[src/rtl/burst_mem_adapter.sv]
// burst_mem_adapter: memory-side end of the cache line interface.
// Takes one 256-bit line request at a time. A read issues one burst read
// command and gathers BEATS returning beats, filtered by address tag. A
// write-back streams BEATS beats out under bmem_ready flow control.
// Completion is signalled by a one-cycle line_valid (read) or wr_done (write).
module burst_mem_adapter #(
    parameter  int BEATS  = 4,
    parameter  int DATA_W = 64,
    localparam int LINE_W = BEATS * DATA_W
) (
    input  logic              clk,
    input  logic              rst_n,
    input  logic [31:0]       req_addr,
    input  logic              req_read,
    input  logic              req_write,
    input  logic [LINE_W-1:0] req_wdata,
    output logic              up_ready,
    output logic [LINE_W-1:0] line_rdata,
    output logic              line_valid,
    output logic              wr_done,
    output logic [31:0]       bmem_addr,
    output logic              bmem_read,
    output logic              bmem_write,
    output logic [DATA_W-1:0] bmem_wdata,
    input  logic              bmem_ready,
    input  logic [31:0]       bmem_raddr,
    input  logic [DATA_W-1:0] bmem_rdata,
    input  logic              bmem_rvalid
);

    localparam int                CW         = (BEATS > 1) ? $clog2(BEATS) : 1;
    localparam logic [CW-1:0]     LAST_BEAT  = CW'(BEATS - 1);
    localparam logic [31:0]       LINE_BYTES = 32'(LINE_W / 8);
    // Clears the byte-offset bits so the burst address is line-aligned.
    localparam logic [31:0]       ALIGN_MASK = ~(LINE_BYTES - 32'd1);

    typedef enum logic [1:0] {
        IDLE    = 2'd0,
        RD_CMD  = 2'd1,
        RD_DATA = 2'd2,
        WR_DATA = 2'd3
    } state_t;

    state_t              state_q, state_d;
    logic [CW-1:0]       cnt_q, cnt_d;
    logic [31:0]         addr_q, addr_d;
    logic [LINE_W-1:0]   wbuf_q, wbuf_d;
    // asm_q collects beats of the read in progress; line_q only changes when
    // a read completes, so a partially filled line is never visible outside.
    logic [LINE_W-1:0]   asm_q, asm_d;
    logic [LINE_W-1:0]   line_q, line_d;
    logic                lvalid_q, lvalid_d;
    logic                wdone_q, wdone_d;

    logic                beat_hit;
    logic                last_beat;

    assign beat_hit  = bmem_rvalid && (bmem_raddr == addr_q);
    assign last_beat = (cnt_q == LAST_BEAT);

    // up_ready is forced low while reset is held so every output reads 0
    // during reset; it rises as soon as reset is released.
    assign up_ready   = rst_n && (state_q == IDLE);
    assign line_rdata = line_q;
    assign line_valid = lvalid_q;
    assign wr_done    = wdone_q;

    // State, counter, buffers and completion strobes; everything clears on reset.
    always_ff @(posedge clk or negedge rst_n) begin
        if (!rst_n) begin
            state_q  <= IDLE;
            cnt_q    <= '0;
            addr_q   <= '0;
            wbuf_q   <= '0;
            asm_q    <= '0;
            line_q   <= '0;
            lvalid_q <= 1'b0;
            wdone_q  <= 1'b0;
        end else begin
            state_q  <= state_d;
            cnt_q    <= cnt_d;
            addr_q   <= addr_d;
            wbuf_q   <= wbuf_d;
            asm_q    <= asm_d;
            line_q   <= line_d;
            lvalid_q <= lvalid_d;
            wdone_q  <= wdone_d;
        end
    end

    // Next-state logic and memory-port outputs for the four-state burst FSM.
    always_comb begin
        state_d    = state_q;
        cnt_d      = cnt_q;
        addr_d     = addr_q;
        wbuf_d     = wbuf_q;
        asm_d      = asm_q;
        line_d     = line_q;
        lvalid_d   = 1'b0;
        wdone_d    = 1'b0;
        bmem_addr  = '0;
        bmem_read  = 1'b0;
        bmem_write = 1'b0;
        bmem_wdata = '0;

        unique case (state_q)
            IDLE: begin
                // A write-back wins when both requests are raised together.
                if (req_write) begin
                    addr_d  = req_addr & ALIGN_MASK;
                    wbuf_d  = req_wdata;
                    cnt_d   = '0;
                    state_d = WR_DATA;
                end else if (req_read) begin
                    addr_d  = req_addr & ALIGN_MASK;
                    cnt_d   = '0;
                    state_d = RD_CMD;
                end
            end

            RD_CMD: begin
                bmem_read = 1'b1;
                bmem_addr = addr_q;
                if (bmem_ready) begin
                    state_d = RD_DATA;
                end
            end

            RD_DATA: begin
                bmem_addr = addr_q;
                // Beats tagged with another address belong to someone else.
                if (beat_hit) begin
                    asm_d[int'(cnt_q) * DATA_W +: DATA_W] = bmem_rdata;
                    if (last_beat) begin
                        cnt_d    = '0;
                        line_d   = asm_d;
                        lvalid_d = 1'b1;
                        state_d  = IDLE;
                    end else begin
                        cnt_d = cnt_q + CW'(1);
                    end
                end
            end

            WR_DATA: begin
                bmem_write = 1'b1;
                bmem_addr  = addr_q;
                bmem_wdata = wbuf_q[int'(cnt_q) * DATA_W +: DATA_W];
                // Beat and strobe are held while the memory stalls.
                if (bmem_ready) begin
                    if (last_beat) begin
                        cnt_d   = '0;
                        wdone_d = 1'b1;
                        state_d = IDLE;
                    end else begin
                        cnt_d = cnt_q + CW'(1);
                    end
                end
            end

            default: begin
                state_d = IDLE;
            end
        endcase
    end

endmodule
[config.mk]
export PLATFORM = sky130hd
export DESIGN_NAME = burst_mem_adapter
export DESIGN_NICKNAME = d
export VERILOG_FILES = /design/src/rtl/burst_mem_adapter.sv
export SDC_FILE = /design/constraint.sdc
export NUM_CORES = 1
export LEC_CHECK = 0
export ABC_AREA = 1
export CAP_MARGIN = 10
export CORE_AREA = 8 8 287 289
export DETAILED_ROUTE_END_ITERATION = 6
export DIE_AREA = 0 0 295 297
export GPL_TIMING_DRIVEN = 0
export PLACE_DENSITY = 0.86
export SYNTH_ARGS = -nofsm -noshare
export SYNTH_HDL_FRONTEND = slang
export SYNTH_SLANG_ARGS = --single-unit
[constraint.sdc]
create_clock -name clk -period 3.1 [get_ports clk]
set_clock_uncertainty 0.1 [all_clocks]
set_input_delay 0.62 -clock clk [delete_from_list [all_inputs] [get_ports clk]]
set_output_delay 0.62 -clock clk [all_outputs]
set_load 0.005 [all_outputs]
### After elaboration in Yosys (flattened, before gate mapping)

Cells that the tools add are included.

| operators by class | value |
|---|---|
| mux-type cells | 25 |
| equal/unequal tests | 9 |
| add/sub/neg operators | 2 |
| shift operators | 3 |
| reductions and logical operators | 12 |

Operators with widths:

| kind | number |
|---|---|
| bitwise mux 256 bit | 1 |
| variable shift 64 x 33 -> 256 bit (first input constant) | 1 |
| variable part select 256 x 9 -> 64 bit | 1 |
| variable part select 64 x 33 -> 256 bit | 1 |
| 2-to-1 mux 32 bit | 3 |
| 2-to-1 mux 64 bit | 1 |
| negator 8 -> 33 bit | 1 |
| == test 32 bit | 1 |
| 2-to-1 mux 2 bit | 11 |
| case mux 2 bit (4 select lines) | 1 |
| AND reduction 4 bit | 2 |
| 2-to-1 mux 1 bit | 7 |
| == test 2 bit (second input constant) | 3 |
| != test 2 bit (second input constant) | 3 |
| case mux 2 bit (3 select lines) | 1 |
| AND reduction 2 bit | 3 |
| != test 3 bit (second input constant) | 1 |
| AND reduction 3 bit | 1 |
| nonzero test 3 bit | 1 |
| OR reduction 3 bit | 1 |
| adder 2 x 1 -> 2 bit (second input constant) | 1 |
| == test 2 x 1 -> 1 bit (second input constant) | 1 |
| logical AND 1 bit | 2 |
| logical NOT 2 bit | 1 |
| nonzero test 2 bit | 1 |

| storage, ports and cells | value |
|---|---|
| logic and storage cells | 59 |
| register bits after elaboration | 806 |
| output and inout bits | 357 |
| input port bits | 390 |

### Logic depth before layout (Yosys ltp)

| logic depth | value |
|---|---|
| depth in word-level cells | 4 |
| gate-level depth with buffers | 14 |
| gate-level depth less buffers | 13 |

### Worst setup path before layout

OpenSTA, ideal clock, no wires.

| timing path | value |
|---|---|
| path kind | register -> register |
| start point | register cnt_q[0] |
| end point | register line_q[107] (netlist: line_rdata[107]) |
| setup slack | 0.238 ns |
| arrival | 2.645 ns |
| stages on the path, launching flop included | 14 |
| setup time | 0.117 ns |
| path buffers | 6 |
| required time | 2.883 ns |
| clock period less this slack | 2.862 ns |
| path through | dfrtp_1 -> buf_2 -> inv_1 -> buf_2 -> clkbuf_1 -> clkbuf_1 -> ha_1 -> nand2_1 -> clkbuf_1 -> clkbuf_1 -> o21a_1 -> inv_1 -> nand4_1 -> nand2_1 |

| between the ends | value |
|---|---|
| longest elaborated chain between the ends | 3 |
| elaborated cells on any way between the ends | 6 |
| classes of those cells | add/sub (1); eq/ne (1); shift (2); mux (1); reduce/logical (1) |

Ends and longest elaborated chain:

| element | line | RTL |
|---|---|---|
| start: declaration | 45 | `logic [CW-1:0] cnt_q, cnt_d;` |
| start signal: assignment | 81 | `cnt_q <= cnt_d;` |
| negator 8 -> 33 bit | 133 | `asm_d[int'(cnt_q) * DATA_W +: DATA_W] = bmem_rdata;` |
| variable part select 64 x 33 -> 256 bit / variable shift 64 x 33 -> 256 bit (equally long branches) | 133 |  |
| bitwise mux 256 bit | 133 |  |
| end signal: assignment | 85 | `line_q <= line_d;` |
| end: declaration | 51 | `logic [LINE_W-1:0] line_q, line_d;` |

Parallel ways exist; a longest one is shown, timed or not.
A chain may end at the register's enable or synchronous reset.

### Worst setup path after layout

| timing path | value |
|---|---|
| start point | register cnt_q[0] |
| end point | output bmem_wdata[12] |

| between the ends | value |
|---|---|
| longest elaborated chain between the ends | 2 |

Ends and longest elaborated chain:

| element | line | RTL |
|---|---|---|
| variable part select 256 x 9 -> 64 bit | 148 | `bmem_wdata = wbuf_q[int'(cnt_q) * DATA_W +: DATA_W];` |
| 2-to-1 mux 64 bit | 106 | `unique case (state_q)` |
| end: declaration | 24 | `output logic [DATA_W-1:0] bmem_wdata,` |

Every way passes these cells.

==> flow_summary.yaml <==
status:
  violations: "DRC"
  status: "finished, violations left"
clock_tree:
  cts_tree: "yes"
  clk_pin_slew_ps: 60
  cts.path.max_buffers: 3
  cts_buffers: 86
  cts_root_buf: "clkbuf_16"
  cts_num_sinks: 801
  htree_levels: 3
  clk-insertion-delay-late_ps: 640
critical_path:
  cp-start-kind: "register"
  critPathMostFrequentCell: "buf_12"
  critical_path.slowest_cell: "dfrtp_2"
  worst_r2r_path_depth: 12
  cp_data_arrival_time_ps: 2320
  crit_family: "buffers and inverters"
  cpPeakStageDelay_ps: 400
  crit_path_end_kind: "output pin"
  cp_cell_sequence: "buf_12, clkinvlp_4, buf_12, clkbuf_8, o21ai_0, a21oi_1, dlygate4sd2_1"
  critPathBufInv: 5
  reg2reg_from: "cnt_q[0]$_DFFE_PN0P_"
  crit_required_ps: 2380
  cp_max_fo: 10
  criticalPathCategory: "reg2out"
  reg2reg_slack_ps: 110
  r2r-end: "line_rdata[6]$_DFFE_PN0P_"
die:
  ios: 747
  core_area_um2: 77970
  die_area_um2: 87620
  die_y_um: 297
  die_x_um: 295
  start_util_pct: 48.38
  num_rows: 103
synth:
  ys_warn_count: 0
  synthTopCellsByArea: "dfrtp_1, nand2_1, mux2_2, nand4_1, inv_1"
  synth_edf_count: 0
  synth_flop_cell: "dfrtp_1"
  synthArstFlopShare_pct: 100.0
  synth_cell_type_count: 29
  yosysTopAreaCell: "dfrtp_1"
  synthesis.area_um2: 37720
  yosysMostFrequentCell: "nand2_1"
  yosys-top-cells-count: "nand2_1, dfrtp_1, inv_1"
  synth_cells: 4374
  ys_seq_elements: 801
  yosysSeqAreaShare_pct: 53.14
  synth.avg_cell_area_um2: 8.623
  post-synth-top-area-fraction_pct: 53.14
cells_and_area:
  num-nets-final: 5633
  utilization_pct: 65.20
  fillerInstances: 6090
  final_layout_size_suffix_gt1_share_pct: 13.08
  synthToLayoutAreaGrowth_pct: 34.77
  final_cells: 6385
global_route:
  grt_use_total_pct: 32.76
  antenna_found_initial: 34
  overflow: 0
  grt_pass1_vias: 36370
  grt_max_degree: 122
  grt_first_pass_wirelength_um: 219900
power:
  p_total_uw: 36450
  ir_worst_vdd_v: 0.0006200
  p_leak_uw: 0.02474
  power_density_nw_per_um2: 717.0
routing:
  drc: 1
  routedWlPerCell_um: 23.33
  drt-pass1-iter-count: 7
  viasPerCell: 5.613
  drtAntennaViolNets: 0
  num_vias: 35840
  drt-initial-drc-count: 3943
  routed_wirelength_um: 148900
worst_hold_path:
  hold_path_class: "in2async"
place:
  pre_cts_slack_ps: -1909
  numPortBuffers: 736
  gp_congestion: 0.9484
  dp_hpwl_um: 110100
  dp_cells: 6172
timing:
  layout_worst_path_cycle_share_pct: 98.04
  finalCriticalPeriod_ps: 3039
  final-max-slew-violation-count: 0
  rsz0062_at_grt: "true"
  hold_viol: 0
  worst_slack_ps: 60.66
  setup_viol: 0
  slew_headroom_pct: 22.53
  max_freq_mhz: 329.0
  worst_pin_slew_ps: 1162
  tns_ps: 0
job:
  drv_cap: 0
-- timing repair --
| item | in CTS | in global routing |
|---|---|---|
| endpoints found under the setup margin | 607 | 201 |
| resized for setup | 301 | 83 |
| hold endpoints to repair | 61 | 0 |
| gates cloned | 8 | 0 |
| setup buffers | 11 | 2 |
| pin swaps | 21 | 10 |
| hold buffers | 7 | 0 |
-- where the power goes --
| part | leakage, uW | internal (uW) | total, uW | switching, uW |
|---|---|---|---|---|
| clock | 0.00151 | 6810 | 11300 | 4540 |
| sequential | 0.0105 | 12400 | 13600 | 1210 |
| combinational | 0.0127 | 4830 | 11500 | 6670 |
-- through the flow --
stage	cell area [um^2]	hold WS, ps
2_1_floorplan	37730	224.4
4_1_cts	50670	51.73
5_1_grt	50820	75.36
3_5_place_dp	46630	357.5
3_3_place_gp	46410	353.2
6_report	50830	75.16
-- cell type report --
cell class / instances / area [um^2] / area share (%)
diodes: 30 / 75.07 / 0.1477
inverters: 399 / 1508 / 2.966
flip-flops and latches: 801 / 20050 / 39.44
repair buffers: 772 / 7973 / 15.68
clock buffers: 120 / 2492 / 4.903
multi-input cells: 2848 / 14950 / 29.41
plain buffers: 329 / 1878 / 3.694
clock inverters: 36 / 595.6 / 1.172
well taps: 1050 / 1314 / 2.584
-- cell families (layout without fill, tap and decap cells) --
kind of cell | after synthesis | count (layout) | synth area share (%)
and+or+nand+nor | 1966 | 1966 | 21.80
DFF | 801 | 801 | 53.14
buffers and inverters | 729 | 1656 | 7.703
AOI/OAI and AO/OA | 608 | 608 | 9.341
muxes | 256 | 256 | 7.643
xor gates and xnor gates | 7 | 7 | 0.1625
adders and majority gates | 6 | 6 | 0.1990
other | 1 | 35 | 0.009942
-- worst min-delay path, stage by stage --
cell and delay [ps]:
buf_16 100, buf_16 150, buf_16 380
-- worst max-delay path by stage --
stage,from,end,slack (ps),cells past startpoint
2_1_floorplan,cnt_q[0]$_DFFE_PN0P_,line_rdata[107]$_DFFE_PN0P_,240,13
4_1_cts,cnt_q[0]$_DFFE_PN0P_,bmem_wdata[61],-120,8
3_3_place_gp,rst_n,wbuf_q[214]$_DFFE_PN0P_,-34710,1
3_5_place_dp,cnt_q[0]$_DFFE_PN0P_,line_rdata[125]$_DFFE_PN0P_,-1910,14
5_1_grt,cnt_q[0]$_DFFE_PN0P_,bmem_wdata[22],-20,8
6_report,cnt_q[0]$_DFFE_PN0P_,bmem_wdata[12],60,7
-- cells in the final DEF, fill, tap and decap left out, types with 97 or more instances in the layout --
cell type        count
nand2_1           1211
dfrtp_1            797
clkdlybuf4s50_1    671
inv_1              392
nor2_1             342
nand4_1            257
mux2_2             256
o21ai_1            165
clkbuf_1           139
buf_2              137
nand3_1            137
o21a_1             127
o22ai_1            126
clkbuf_16           97
-- routing by layer --
layer / vias up / share of wire (%) / global-route usage, %
met4: 6 / 5.5 / 16.30
met1: 17380 / 36 / 38.48
li1: 16030 / - / -
met5: - / 0.026 / 0
met2: 1987 / 48 / 54.86
met3: 431 / 11 / 9.035
-- registers in the layout, summed over array words and instances, names as in the netlist --
| register | count |
|---|---|
| addr_q | 27 |
| asm_q | 256 |
| cnt_q | 2 |
| line_rdata | 256 |
| line_valid | 1 |
| state_q | 2 |
| wbuf_q | 256 |
| wr_done | 1 |
Note: power is estimated with default switching activity, not from simulation.
